File: config.mk
export PLATFORM = sky130hd
export DESIGN_NAME = vdma_frame_buffer_scheduler
export DESIGN_NICKNAME = d
export VERILOG_FILES = /design/src/rtl/vdma_frame_buffer_scheduler.sv
export SDC_FILE = /design/constraint.sdc
export NUM_CORES = 1
export LEC_CHECK = 0
export CORE_MARGIN = 2
export CORE_UTILIZATION = 47
export CTS_CLUSTER_DIAMETER = 80
export DETAILED_ROUTE_END_ITERATION = 8
export GPL_TIMING_DRIVEN = 1
export HOLD_SLACK_MARGIN = 0.1
export PLACE_DENSITY = 0.79
export REMOVE_ABC_BUFFERS = 1
export SLEW_MARGIN = 20
export SYNTH_ARGS = -nofsm -noshare
export SYNTH_HDL_FRONTEND = slang
export SYNTH_SLANG_ARGS = --single-unit
File: constraint.sdc
create_clock -name sys_clk_i -period 4.28 [get_ports sys_clk_i]
set_input_delay 0.642 -clock sys_clk_i [delete_from_list [all_inputs] [get_ports sys_clk_i]]
set_output_delay 0.642 -clock sys_clk_i [all_outputs]
set_load 0.02 [all_outputs]
File: src/rtl/vdma_frame_buffer_scheduler.sv
// Frame-buffer ring scheduler for a VDMA write channel: grants buffers on SOF,
// commits them on EOF, tracks occupancy against processor releases and drops frames when full.
module vdma_frame_buffer_scheduler #(
    parameter int unsigned NUM_BUF = 4,
    parameter int unsigned ADDR_W  = 32,
    parameter int unsigned SIZE_W  = 24,
    parameter int unsigned DROP_W  = 16
) (
    input  logic              sys_clk_i,
    input  logic              rstn_i,
    input  logic              vdma_ip_en_i,
    input  logic              frame_start_i,
    input  logic              frame_end_i,
    input  logic [SIZE_W-1:0] frame_size_i,
    input  logic [ADDR_W-1:0] buf_base_addr_i,
    input  logic [ADDR_W-1:0] buf_stride_i,
    input  logic              buf_release_i,
    output logic [ADDR_W-1:0] wr_addr_o,
    output logic              wr_addr_valid_o,
    output logic              frame_done_o,
    output logic [ADDR_W-1:0] done_addr_o,
    output logic [SIZE_W-1:0] done_size_o,
    output logic [ADDR_W-1:0] rd_addr_o,
    output logic [3:0]        fill_level_o,
    output logic              buf_full_o,
    output logic              buf_empty_o,
    output logic              frame_drop_o,
    output logic [DROP_W-1:0] drop_cnt_o
);

    localparam int unsigned      IDX_W    = (NUM_BUF > 1) ? $clog2(NUM_BUF) : 1;
    localparam logic [IDX_W-1:0] LAST_IDX = IDX_W'(NUM_BUF - 1);
    localparam logic [3:0]       FULL_LVL = 4'(NUM_BUF);

    typedef enum logic [2:0] {
        StIdle,
        StWaitSof,
        StWrite,
        StCommit,
        StDrop
    } state_e;

    state_e state_q, state_d;

    logic [IDX_W-1:0]  wr_idx_q, wr_idx_d;
    logic [IDX_W-1:0]  rd_idx_q, rd_idx_d;
    logic [3:0]        fill_q, fill_d;
    logic [DROP_W-1:0] drop_cnt_q, drop_cnt_d;
    logic [ADDR_W-1:0] wr_addr_q;
    logic [ADDR_W-1:0] rd_addr_q;
    logic [ADDR_W-1:0] done_addr_q;
    logic [SIZE_W-1:0] done_size_q;
    logic              frame_drop_q;

    logic grant;
    logic drop_hit;
    logic eof_accept;
    logic commit;
    logic release_ok;

    function automatic logic [IDX_W-1:0] idx_inc(input logic [IDX_W-1:0] idx);
        return (idx == LAST_IDX) ? '0 : idx + 1'b1;
    endfunction

    function automatic logic [ADDR_W-1:0] buf_addr(input logic [ADDR_W-1:0] base,
                                                   input logic [ADDR_W-1:0] stride,
                                                   input logic [IDX_W-1:0]  idx);
        return base + stride * ADDR_W'(idx);
    endfunction

    // ------------------------------------------------------------------
    // FSM
    // ------------------------------------------------------------------
    always_ff @(posedge sys_clk_i or negedge rstn_i) begin
        if (!rstn_i) begin
            state_q <= StIdle;
        end else begin
            state_q <= state_d;
        end
    end

    always_comb begin
        state_d    = state_q;
        grant      = 1'b0;
        drop_hit   = 1'b0;
        eof_accept = 1'b0;
        if (!vdma_ip_en_i) begin
            state_d = StIdle;
        end else begin
            case (state_q)
                StIdle: state_d = StWaitSof;
                StWaitSof: begin
                    if (frame_start_i) begin
                        if (buf_full_o) begin
                            state_d  = StDrop;
                            drop_hit = 1'b1;
                        end else begin
                            state_d = StWrite;
                            grant   = 1'b1;
                        end
                    end
                end
                StWrite: begin
                    if (frame_end_i) begin
                        state_d    = StCommit;
                        eof_accept = 1'b1;
                    end
                end
                StCommit: state_d = StWaitSof;
                StDrop: begin
                    if (frame_end_i) begin
                        state_d = StWaitSof;
                    end
                end
                default: state_d = StIdle;
            endcase
        end
    end

    // ------------------------------------------------------------------
    // Ring bookkeeping
    // ------------------------------------------------------------------
    // frame_done_o has already fired in COMMIT, so the commit is honoured even if
    // the block is disabled during that cycle.
    assign commit     = (state_q == StCommit);
    assign release_ok = buf_release_i && (fill_q != 4'd0);

    always_comb begin
        wr_idx_d   = commit ? idx_inc(wr_idx_q) : wr_idx_q;
        rd_idx_d   = release_ok ? idx_inc(rd_idx_q) : rd_idx_q;
        fill_d     = fill_q;
        drop_cnt_d = drop_cnt_q;
        case ({commit, release_ok})
            2'b10:   fill_d = fill_q + 4'd1;
            2'b01:   fill_d = fill_q - 4'd1;
            default: fill_d = fill_q;
        endcase
        if (drop_hit && !(&drop_cnt_q)) begin
            drop_cnt_d = drop_cnt_q + 1'b1;
        end
    end

    always_ff @(posedge sys_clk_i or negedge rstn_i) begin
        if (!rstn_i) begin
            wr_idx_q     <= '0;
            rd_idx_q     <= '0;
            fill_q       <= '0;
            drop_cnt_q   <= '0;
            wr_addr_q    <= '0;
            rd_addr_q    <= '0;
            done_addr_q  <= '0;
            done_size_q  <= '0;
            frame_drop_q <= 1'b0;
        end else begin
            wr_idx_q     <= wr_idx_d;
            rd_idx_q     <= rd_idx_d;
            fill_q       <= fill_d;
            drop_cnt_q   <= drop_cnt_d;
            frame_drop_q <= drop_hit;
            // Tracks the index it will hold next, so rd_addr_o moves with fill_level_o.
            rd_addr_q    <= buf_addr(buf_base_addr_i, buf_stride_i, rd_idx_d);
            if (grant) begin
                wr_addr_q <= buf_addr(buf_base_addr_i, buf_stride_i, wr_idx_q);
            end
            if (eof_accept) begin
                done_addr_q <= wr_addr_q;
                done_size_q <= frame_size_i;
            end
        end
    end

    // ------------------------------------------------------------------
    // Outputs
    // ------------------------------------------------------------------
    assign wr_addr_o       = wr_addr_q;
    assign wr_addr_valid_o = (state_q == StWrite);
    assign frame_done_o    = (state_q == StCommit);
    assign done_addr_o     = done_addr_q;
    assign done_size_o     = done_size_q;
    assign rd_addr_o       = rd_addr_q;
    assign fill_level_o    = fill_q;
    assign buf_full_o      = (fill_q == FULL_LVL);
    assign buf_empty_o     = (fill_q == 4'd0);
    assign frame_drop_o    = frame_drop_q;
    assign drop_cnt_o      = drop_cnt_q;

endmodule

==> summary by stage, run 1 <==
GRT
The total congestion overflow after global routing is 0. The number of global-route vias before repair was about 9400. Entering global routing, the biggest net connects a little under 90 pins. The first global-routing pass estimated 45700 µm of wire. The number of antenna violations at the first check in global routing is 0. In the global route stage, overall resource usage came out at 0.232.

Yosys
For this run, asynchronously set or reset flops after synthesis account for 1.00. The post-synthesis average cell area is slightly above 9 µm². The share of the Yosys chip area taken by registers is 0.337. The most used flip-flop cell after synthesis is sky130_fd_sc_hd__dfrtp_1. In this run, distinct cell masters in the synthesized netlist total 60. The synthesis warning total is 0.

The synthesized design contains 0 enable-type register cells. Summing every instance area after synthesis gives between 0.01 and 0.015 mm². Synthesis handed over a netlist of between 1000 and 1500 instances.

In this run, synthesis produced a sequential element count of roughly 150.

Finish
In the final layout, the multi-input gates occupy 0.00659 mm². The number of nets in the final layout is about 1700. The layout cell share with drive strength beyond 1 is 0.114. The number of diodes added for antenna fixing is 0.

In the layout the commonest cells are sky130_fd_sc_hd__clkdlybuf4s50_1, sky130_fd_sc_hd__nand2_1, sky130_fd_sc_hd__inv_1. For this run, the number of standard cells in the final layout without fillers is ~1800. The most common cell after layout, fill and taps aside is sky130_fd_sc_hd__clkdlybuf4s50_1. The filler cells instantiated in the layout total approximately 1800.

The area added between synthesis and finish is 33.2%. In the final layout, flip-flops and latches occupy 0.00370 mm².

Setup path
Tracing the worst setup path back leads to its startpoint at fill_level_o[0]. The worst register-to-register path begins at fill_level_o[0]. On the critical path, the stage with the largest delay is an instance of sky130_fd_sc_hd__fa_1.

The critical path class is flip-flop to flip-flop. The worst setup path is captured at a flip-flop. Along the worst path, the maximum fanout reaches 4. STA puts the critical path data arrival time at about 4.4 ns. STA puts the critical path data required time at 4.57 ns. Walking the worst path, the cells encountered are nor4_4 > nand2b_4 > mux2_2 > and2_1 > fa_1 > ha_1 > fa_1 > a21oi_1 > o211ai_1 > and3_1 > a211o_1 > a21oi_2 > o41ai_1 > xor2_1. The most numerous cell type found on the critical path is sky130_fd_sc_hd__fa_1. The kind of start point of the critical path is a flip-flop.

On the worst path, the slowest cell contributes a delay of around 0.46 ns.

Timing
For this run, the top clock speed supported by timing is about 0.24 GHz. The total count of hold-check failures in the final report is 0. The clock arrives with 0.0148 ns of skew. Setup violations remaining at the end of the flow were counted as 0. The max-slew violation count is 0. Dividing the final minimum period by the clock period gives 0.965. After layout, the minimum clock period comes to between 4 and 5 ns. The normalized max-slew margin is 0.273. Setup repair after global routing left no endpoint under its margin. At the pin with the least slew margin, the transition time is about 1.1 ns. Across all setup checks in the final design, the least slack found is ~0.15 ns.

Floorplan
The die area is roughly 0.025 mm². The die span in y is roughly 160 µm. The initialized floorplan defines 55 standard-cell rows. The die extent in x is about 160 µm.

The number of primary I/O pins is 239. For this configuration, the core starts out at a cell density of 0.483. The region available for standard cell placement spans approximately 0.023 mm².

Drt
Wires add up to 28300 µm. For this run, design rule violations remaining after detail routing come to 0. The first TritonRoute pass finished after 5 iterations. Using the TritonRoute via totals, the vias-per-cell ratio works out to ~5.2. The wire length per cell is 15.8 µm. The routed layout has 9249 vias. The count of nets left with antenna violations once routing finished came out at 0. The detailed router finished its first iteration with 347 violations.

Clock tree
The clock tree from TritonCTS is built. The H-tree was split into 4 levels. Clock-pin slew was measured on the worst setup and hold paths at 0.07 ns. No sink is reached through more buffers than the 2 on the longest clock path.

The later pin in the worst-skew pair is clocked with a latency of approximately 0.44 ns. Post-CTS timing repair inserted 0 buffers for setup. Clock tree synthesis selected as its root buffer the cell sky130_fd_sc_hd__clkbuf_16.

Clock tree synthesis inserted a total of 17 buffers. The number of sinks handled by clock tree synthesis is ~150.

Placed design
Input and output buffers added on the ports amount to between 200 and 250. The final weighted congestion of routability-driven global placement is 0.935. The HPWL reported at the end of detailed placement is between 20000 and 25000 µm. The total placed cells including tap cells is about 1800. The setup slack at placement is -0.215 ns.

Hold path
The class of the worst hold path is input port to asynchronous set/reset pin.

Power
For this design the static power due to leakage is 7.07 nW. Across the VDD grid, the largest voltage drop is about 660 µV. The power density normalized to cell area is about 870 mW/mm².

Flow run
The tool flagged a number of max-cap violations equal to 0.

Outcome
The flow ran to the end, and the final reports show no timing, DRC or antenna violations.
per-stage QoR:
step	power [mW]	hold WS, ns	TNS, ns	util	instance area, µm²
finish	12.8	0.277	0	0.643	14600
global placement	11.0	0.484	-0.335	0.614	14000
floorplan	7.96	0.346	-2.96	-	10900
global route	13.9	0.350	0	0.643	14600
CTS	12.8	0.308	0	0.641	14600
detailed placement	11.1	0.490	-0.665	0.614	14000
kinds of logic after synthesis:
logic type      Yosys count  share of synthesized area
buf+inv                 199                     0.0683
compound gates          244                      0.142
mux                      67                     0.0683
simple gates            328                      0.134
xor+xnor                 73                     0.0581
fa+ha+maj               131                      0.192
flops                   148                      0.337
layout make-up:
type                            instances  area share
Sequential cell                       148       0.253
Tap cell                              313      0.0267
Clock inverter                         14      0.0109
Inverter                              164      0.0420
Clock buffer                           18      0.0300
Timing Repair Buffer                  284       0.187
Multi-Input combinational cell        843       0.450
registers in the layout (all words and copies together), names as in the netlist:
register,cells
done_size_o,24
wr_idx_q,2
state_q,3
rd_idx_q,2
fill_level_o,4
done_addr_o,32
rd_addr_o,32
wr_addr_o,32
frame_drop_o,1
drop_cnt_o,16
critical path, delay by kind of cell, from the launching register on:
kind	cells	cell delay, ns
and+or+nand+nor	4	0.94
muxes	1	0.34
adders and majority gates	3	1.10
AOI/OAI and AO/OA	5	1.01
xor gates and xnor gates	1	0.16
DFF	1	0.41
cells in the mapped netlist (7+ instances only):
cell	instances	share of area
sky130_fd_sc_hd__xnor2_1	45	0.036
sky130_fd_sc_hd__xor2_1	28	0.022
sky130_fd_sc_hd__nand4_1	9	0.0051
sky130_fd_sc_hd__a21oi_1	68	0.031
sky130_fd_sc_hd__nor2_1	39	0.013
sky130_fd_sc_hd__fa_1	63	0.11
sky130_fd_sc_hd__ha_1	68	0.077
sky130_fd_sc_hd__and3_1	11	0.0063
sky130_fd_sc_hd__and2_1	14	0.0080
sky130_fd_sc_hd__dfrtp_1	148	0.34
sky130_fd_sc_hd__o21bai_1	13	0.0089
sky130_fd_sc_hd__a211oi_1	11	0.0075
sky130_fd_sc_hd__a31oi_1	9	0.0051
sky130_fd_sc_hd__clkbuf_1	32	0.011
sky130_fd_sc_hd__o21ai_0	58	0.026
sky130_fd_sc_hd__nor3_1	8	0.0036
sky130_fd_sc_hd__a21o_1	21	0.014
sky130_fd_sc_hd__o31ai_1	7	0.0048
sky130_fd_sc_hd__inv_1	164	0.056
sky130_fd_sc_hd__nand3_1	15	0.0068
sky130_fd_sc_hd__mux2_2	64	0.066
sky130_fd_sc_hd__o21a_1	14	0.0096
sky130_fd_sc_hd__nor2b_1	7	0.0040
sky130_fd_sc_hd__a21boi_0	7	0.0048
sky130_fd_sc_hd__nand2_1	197	0.067
power breakdown:
group	leakage (nW)	total, mW	switching [mW]	internal (mW)
sequential	1.87	2.38	0.355	2.03
clock	0.289	1.55	0.702	0.846
combinational	4.91	8.87	4.82	4.05
metal layers:
layer,up-vias,share of wire,track usage
li1,4502,-,-
met1,4441,0.44,0.302
met2,266,0.48,0.394
met3,40,0.054,0.0374
met4,0,0.020,0.0773
met5,-,0,0
final timing paths:
check,depth (start not counted),slack [ns],to
max reg2reg,14,0.15,rd_addr_o[29]
min,1,0.28,rd_addr_o[2]
max,14,0.15,rd_addr_o[29]
max in group asynchronous,2,3.17,done_addr_o[15]
min reg2reg,1,0.50,drop_cnt_o[15]
min in group sys_clk_i,1,0.50,drop_cnt_o[15]
repair_timing:
item | in CTS | in global routing
cloned | 0 | 0
endpoints found under the setup margin | 3 | 8
hold buffers | 0 | 0
pin swaps | 0 | 1
gates resized for setup | 3 | 7
Note: power is estimated with default switching activity, not from simulation.
==> run 2, diff against run 1 <==
Settings changed: PLACE_DENSITY 0.79 to 0.75.
==> run 2 against run 1 <==
Against the previous run:
- via count shrank 1.8%
- utilization is 0.077 points higher
- combinational power increased by 0.6%
- critical path depth is the same
- routed wire length is 2.2% lower
- design area increased by 0.12%
- sequential cell count unchanged
- clock skew decreased by 0.0034 ns
- largest power group unchanged
- worst setup slack better by 0.12 ns
==> summary by stage, run 2 (same netlist as run 1, synthesis figures left out) <==
Timing
The highest clock rate is 0.249 GHz (+3.0%). The max-slew violation count was 0 (unchanged). The pin slew with the least headroom to its limit is 1.01 ns (-0.0820 ns). The final worst hold slack came to 0.239 ns (-0.0382 ns).

The final clock skew is 0.0114 ns (-0.00344 ns). The summed negative setup slack over all endpoints came to 0 ns (unchanged). The number of failing setup endpoints in the final timing report is 0 (unchanged). The total count of hold-check failures in the final report is 0 (unchanged).

The worst setup margin is 0.271 ns (+0.122 ns). Setup repair after global routing left no endpoint under its margin. The share of the clock period used by the worst path after layout is 0.937 (-0.0285). The normalized max-slew margin is 0.328 (+0.0547). The minimum clock period is 4.01 ns (-0.122 ns).

Power
The overall power after layout is 12.8 mW (+0.30%). The power density normalized to cell area is 876 mW/mm² (+0.18%). The leakage power is 7.08 nW (+0.21%). The worst-case vdd ir drop is 526 µV (-20%).

Placed design
The number of input and output port buffers inserted is 238 (unchanged). The setup slack at placement is -0.245 ns (-0.0304 ns). The HPWL reported at the end of detailed placement is 22200 µm (-1.6%). The final weighted congestion of routability-driven global placement was 0.912 (-2.5%). The cell area after placement is 0.0140 mm² (+0.18%). The total placed cells including tap cells is 1757 (+0.29%).

Drt
The number of vias per cell after detailed routing is 5.07 (-2.1%). The total vias in the final route was 9079 (-1.8%). The wire length on met3 came to 1180 µm (-22%). The routed length on met1 was 13000 µm (+3.6%). The total routed wirelength came to 27700 µm (-2.2%). The first-pass iteration count of the detailed router is 5 (unchanged). The count of unresolved DRC violations after routing is 0 (unchanged). The number of DRC markers in iteration 0 is 416 (+20%). The number of nets with antenna violations after detailed routing is 0 (unchanged).

The wire length per cell is 15.5 µm (-2.5%). The amount of wire on met2 after detailed routing is 13000 µm (-4.3%). The highest routed metal layer is met4.

Outcome
The run finished with clean final reports.

Setup path
The required time of the worst setup path is 4.57 ns (about the same). The worst path arrival time is 4.30 ns (-0.12 ns). The type of destination of the critical path is a flip-flop. STA classifies the critical path startpoint as a flip-flop. The peak fanout along the critical path is 4 (unchanged). The critical path class is flip-flop to flip-flop.

Clock tree
TritonCTS built the clock tree. The number of sinks handled by clock tree synthesis is 148 (unchanged). The clock tree root driver cell is sky130_fd_sc_hd__clkbuf_16. The clock edge transition at the registers on the reported setup and hold paths is 0.07 ns (about the same). The hold-fix buffer count after cts is 0 (unchanged). The number of levels in the clock H-tree was 4 (unchanged).

The insertion delay to the later sink of the worst-skew pair came to 0.43 ns (about the same). The number of buffers created by CTS is 17 (unchanged). The maximum count of clock buffers along a single path is 2 (unchanged).

Finish
The library cell used most frequently in the layout, excluding fill and tap cells, is sky130_fd_sc_hd__clkdlybuf4s50_1. The total non-filler cell area in the finished layout came to 0.0147 mm² (+0.12%). The number of diodes added for antenna fixing is 0 (unchanged). The layout cell share with drive strength beyond 1 was 0.118 (+0.00368).

The post-route core utilization is 0.644 (+0.000769). The final non-filler cell total is 1789 (+0.28%). The library cells used most frequently in the layout, excluding fill and tap cells, are sky130_fd_sc_hd__clkdlybuf4s50_1, sky130_fd_sc_hd__nand2_1, sky130_fd_sc_hd__inv_1. The number of nets in the final layout came to 1689 (+0.36%). The area added between synthesis and finish is 33.3%.

Floorplan
The die span in y is 157 µm (unchanged). The die area is 0.0246 mm² (unchanged). The starting utilization of the core area came to 0.483 (unchanged). The die extent in x is 157 µm (unchanged).

The number of primary I/O pins is 239 (unchanged). The core area is 0.0228 mm² (unchanged). The number of rows created at floorplan is 55 (unchanged).

Flow run
The number of max-cap violations is 0 (unchanged).

GRT
The number of global-route vias before repair was 9154 (-2.8%). The global-route wire length before repair is 45500 µm (-0.54%). The maximum number of pins on one net before global-route repair is 84 (-5.6%). The combined global-route utilization of all metal layers is 0.231 (-0.000312).

The total congestion overflow after global routing is 0 (unchanged). The number of antenna violations at the first check in global routing is 0 (unchanged).

Hold path
The tightest min-delay check is of the input port to asynchronous set/reset pin type.
## run 2: layer usage
layer  vias to the layer above  global-route usage
li1                       4506                   -
met1                      4333               0.319
met2                       211               0.378
met3                        29              0.0377
met4                         0              0.0655
met5                         -                   0
## run 2: timing repair
action                     in CTS  in global routing
buffers inserted                0                  1
gates resized for setup         2                  9
pin swaps                       0                  5
setup endpoints to repair       5                 15
## run 2: layout make-up
| type | count | area (µm²) |
|---|---|---|
| fill | 1888 | 8120 |
| tap | 313 | 392 |
| inverter | 164 | 616 |
| clock inverter | 14 | 164 |
| sequential | 148 | 3700 |
| multi-input combinational | 843 | 6590 |
| clock buffer | 17 | 425 |
| timing repair buffer | 290 | 2770 |
## run 2: worst paths after layout
path / startpoint / cells past startpoint / slack (ns) / to
max: fill_level_o[2] / 14 / 0.27 / rd_addr_o[29]
min: rstn_i / 1 / 0.24 / rd_idx_q[0]
max reg2reg: fill_level_o[2] / 14 / 0.27 / rd_addr_o[29]
min reg2reg: wr_addr_o[20] / 2 / 0.50 / wr_addr_o[20]
max in group asynchronous: rstn_i / 2 / 3.05 / wr_addr_o[15]
min in group sys_clk_i: wr_addr_o[20] / 2 / 0.50 / wr_addr_o[20]
## run 2: power by group
part	switching [mW]	internal [mW]
Clock	0.670	0.876
Combinational	4.82	4.10
Sequential	0.353	2.03
Total	5.84	7.00
## run 2: worst max-delay path, cell delays in order, from the launching register on
cell                       delay (ns)
sky130_fd_sc_hd__dfrtp_1         0.41
sky130_fd_sc_hd__nor4_4          0.34
sky130_fd_sc_hd__nand2b_4        0.21
sky130_fd_sc_hd__mux2_2          0.34
sky130_fd_sc_hd__and2_1          0.17
sky130_fd_sc_hd__fa_1            0.47
sky130_fd_sc_hd__ha_1            0.25
sky130_fd_sc_hd__fa_2            0.36
sky130_fd_sc_hd__a21oi_2         0.17
sky130_fd_sc_hd__o211ai_1        0.16
sky130_fd_sc_hd__and3_1          0.21
sky130_fd_sc_hd__a211o_1         0.33
sky130_fd_sc_hd__a21oi_2         0.20
sky130_fd_sc_hd__o41ai_1         0.09
sky130_fd_sc_hd__xor2_1          0.15
==> RTL change: new RTL, flow settings as in run 2 <==
Put one more register stage on the output `drop_cnt_o`, without a reset. The value now appears one clock later. The other outputs are not delayed to match.
--- a/src/rtl/vdma_frame_buffer_scheduler.sv
+++ b/src/rtl/vdma_frame_buffer_scheduler.sv
@@ -183,5 +183,7 @@
     assign buf_empty_o     = (fill_q == 4'd0);
     assign frame_drop_o    = frame_drop_q;
-    assign drop_cnt_o      = drop_cnt_q;
+    always_ff @(posedge sys_clk_i) begin
+        drop_cnt_o <= drop_cnt_q;
+    end
 
 endmodule
Formal check against the unedited RTL: same outputs for any inputs over 4 cycles, from zero or initial values and one cycle with rstn_i low; that may be too few to reach the edited logic, so the function may still have changed.
==> RTL change against run 2 <==
  * Synthesized area is 1.3% higher
  * Critical path depth is 2 higher
  * Sequential cell count is 16 higher
  * Cell area is 4.6% higher
  * Worst setup slack worse by 0.16 ns
  * Total power is 5.5% higher
  * Routed wire length is 2.0% higher
  * Hold slack better by 0.040 ns
  * Critical endpoint is now rd_addr_o[21]
  * Largest cell class unchanged
==> RTL change: results (changes against run 2) <==
| Metric | Value |
|---|---|
| Gate family responsible for the most delay along the worst path | compound AO/OA/AOI/OAI gates |
| Maximum number of pins on one net before global-route repair | 101 (+20%) |
| Source-to-sink clock delay at the later pin of the worst-skew pair | 0.45 ns (+0.02 ns) |
| Total via count in the routed design | 9385 (+3.4%) |
| Share of flip-flops with an asynchronous set or reset after synthesis | 90.2% (-9.8 points) |
| Post-Place Cell Area | 14500 um2 (+3.5%) |
| Wire length of the first global-routing pass | 46.3 mm (+1.9%) |
| Post-detail-place hpwl | 22.0 mm (-0.90%) |
| Total of warnings raised by yosys | 0 (unchanged) |
| Unique masters post-synth | 59 (-1.7%) |
| Final Max Tran Viols | 0 (unchanged) |
| Min-Delay Path Class | in -> async |
| Drt initial violations | 510 (+23%) |
| Highest fanout seen on the critical path | 3 (-1) |
| # fillers | 1907 (+1.0%) |
| Final weighted congestion in routability-driven placement | 0.909 (-0.26%) |
| Outcome | complete, no violations |
| MaxCap Viol Count | 0 (unchanged) |
| Layout Skew | 0.0181 ns (+0.00673 ns) |
| Leakage dissipation | 7.48 nW (+5.6%) |
| Clock slew seen by the registers of the worst setup and hold paths | 0.09 ns (+0.02 ns) |
| Total Nets Final | 1742 (+3.1%) |
| Deepest level of the CTS H-tree | 4 (unchanged) |
| Port Buffers | 238 (unchanged) |
| Most used standard cell by instance count after synthesis | sky130_fd_sc_hd__nand2_1 |
| Final routed wire length divided by cell count | 15.2 um (-1.4%) |
| Maximum VDD drop | 0.000522 V (-0.74%) |
| Commonest cells post-synth | sky130_fd_sc_hd__nand2_1, sky130_fd_sc_hd__inv_1, sky130_fd_sc_hd__dfrtp_1 |
| Number of buffers on the longest clock path | 2 (unchanged) |
| Portion of the post-synthesis area used by sequential elements | 36.1% (+2.4 points) |
| Fraction of layout instances using a drive strength above 1 | 14.6% (+2.9 points) |
| Root Buffer Master | sky130_fd_sc_hd__clkbuf_16 |
| Transition time of the tightest slew-check pin | 0.957 ns (-0.0505 ns) |
| Most common flop cell mapped by yosys | sky130_fd_sc_hd__dfrtp_1 |
| Detailed Routing Iterations Pass 1 | 5 (unchanged) |
| Global Route Usage Sum | 23.4% (+0.25 points) |
| Dominant cells by area after synthesis | sky130_fd_sc_hd__dfrtp_1, sky130_fd_sc_hd__fa_1, sky130_fd_sc_hd__ha_1 |
| Worst path arrival time | 4.54 ns (+0.24 ns) |
| Clock buffer count from CTS | 17 (unchanged) |
| Crit path max-delay cell type | sky130_fd_sc_hd__fa_1 |
| Slowest Stage Delay on Critical Path | 0.47 ns (about the same) |
| Number of global-route vias before repair | 9480 (+3.6%) |
| Antenna violations before repair | 2 (+2) |
-- RTL change: report_power, final --
group / switching, W / leakage (nW) / internal, W
registers: 0.000357 / 1.99 / 0.00218
clock network: 0.000813 / 0.305 / 0.000818
logic: 0.00490 / 5.18 / 0.00447
-- RTL change: worst paths after layout --
| path | start | endpoint | slack [ns] | cells past startpoint |
|---|---|---|---|---|
| setup / recovery | fill_level_o[2] | rd_addr_o[21] | 0.11 | 16 |
| hold / removal | rstn_i | rd_addr_o[6] | 0.28 | 1 |
| setup reg to reg | fill_level_o[2] | rd_addr_o[21] | 0.11 | 16 |
| hold reg to reg | drop_cnt_q[12] | drop_cnt_o[12] | 0.41 | 0 |
| max in group asynchronous | rstn_i | wr_addr_o[1] | 3.05 | 2 |
| min in group sys_clk_i | drop_cnt_q[12] | drop_cnt_o[12] | 0.41 | 0 |
-- RTL change: cells by family (layout without fill, tap and decap cells) --
logic type	count (synthesis)	after routing	share of synthesized area, %
buf+inv	195	530	6.57
simple gates	354	354	13.9
flops	164	164	36.1
fa+ha+maj	131	131	19.0
xor+xnor	70	70	5.57
other cells	0	3	0
mux	64	64	6.50
compound gates	217	217	12.4
-- RTL change: timing repair --
action,4_1_cts,5_1_grt
pin swaps,5,11
buffers inserted,3,2
resized for setup,4,28
setup endpoints to repair,8,13
cloned,0,0
-- RTL change: through the flow --
stage | utilization [%] | hold WS (ns) | setup slack, ns | std cells
6_report | 65.5 | 0.278 | 0.108 | 1852
5_1_grt | 65.5 | 0.364 | -0.0318 | 1851
4_1_cts | 64.9 | 0.327 | 0.00863 | 1847
3_5_place_dp | 62.0 | 0.398 | -0.582 | 1812
3_3_place_gp | 62.0 | 0.390 | -0.514 | 1812
2_1_floorplan | - | 0.346 | -0.0600 | 1162
-- RTL change: layout make-up --
cell class	instances	area share (%)
well taps	319	2.60
inverters	162	3.97
flip-flops and latches	164	26.2
clock buffers	17	2.77
multi-input cells	836	42.5
repair buffers	336	20.5
diodes	3	0.0490
clock inverters	15	1.40
-- RTL change: worst reg2reg max path: cells and delay by family (launching register included) --
kind / cells / cell delay, ns
DFF: 1 / 0.42
adders and majority gates: 3 / 1.06
xor gates and xnor gates: 1 / 0.13
AOI/OAI and AO/OA: 8 / 1.65
buffers and inverters: 2 / 0.36
and+or+nand+nor: 1 / 0.16
muxes: 1 / 0.32
-- RTL change: metal layers --
layer	wire length, um	GRT usage, %	vias up	share of wire (%)
li1	-	-	4608	-
met1	12500	31.0	4504	44
met2	13800	39.3	237	49
met3	1290	3.94	36	4.6
met4	583	7.42	0	2.1
met5	0	0	-	0
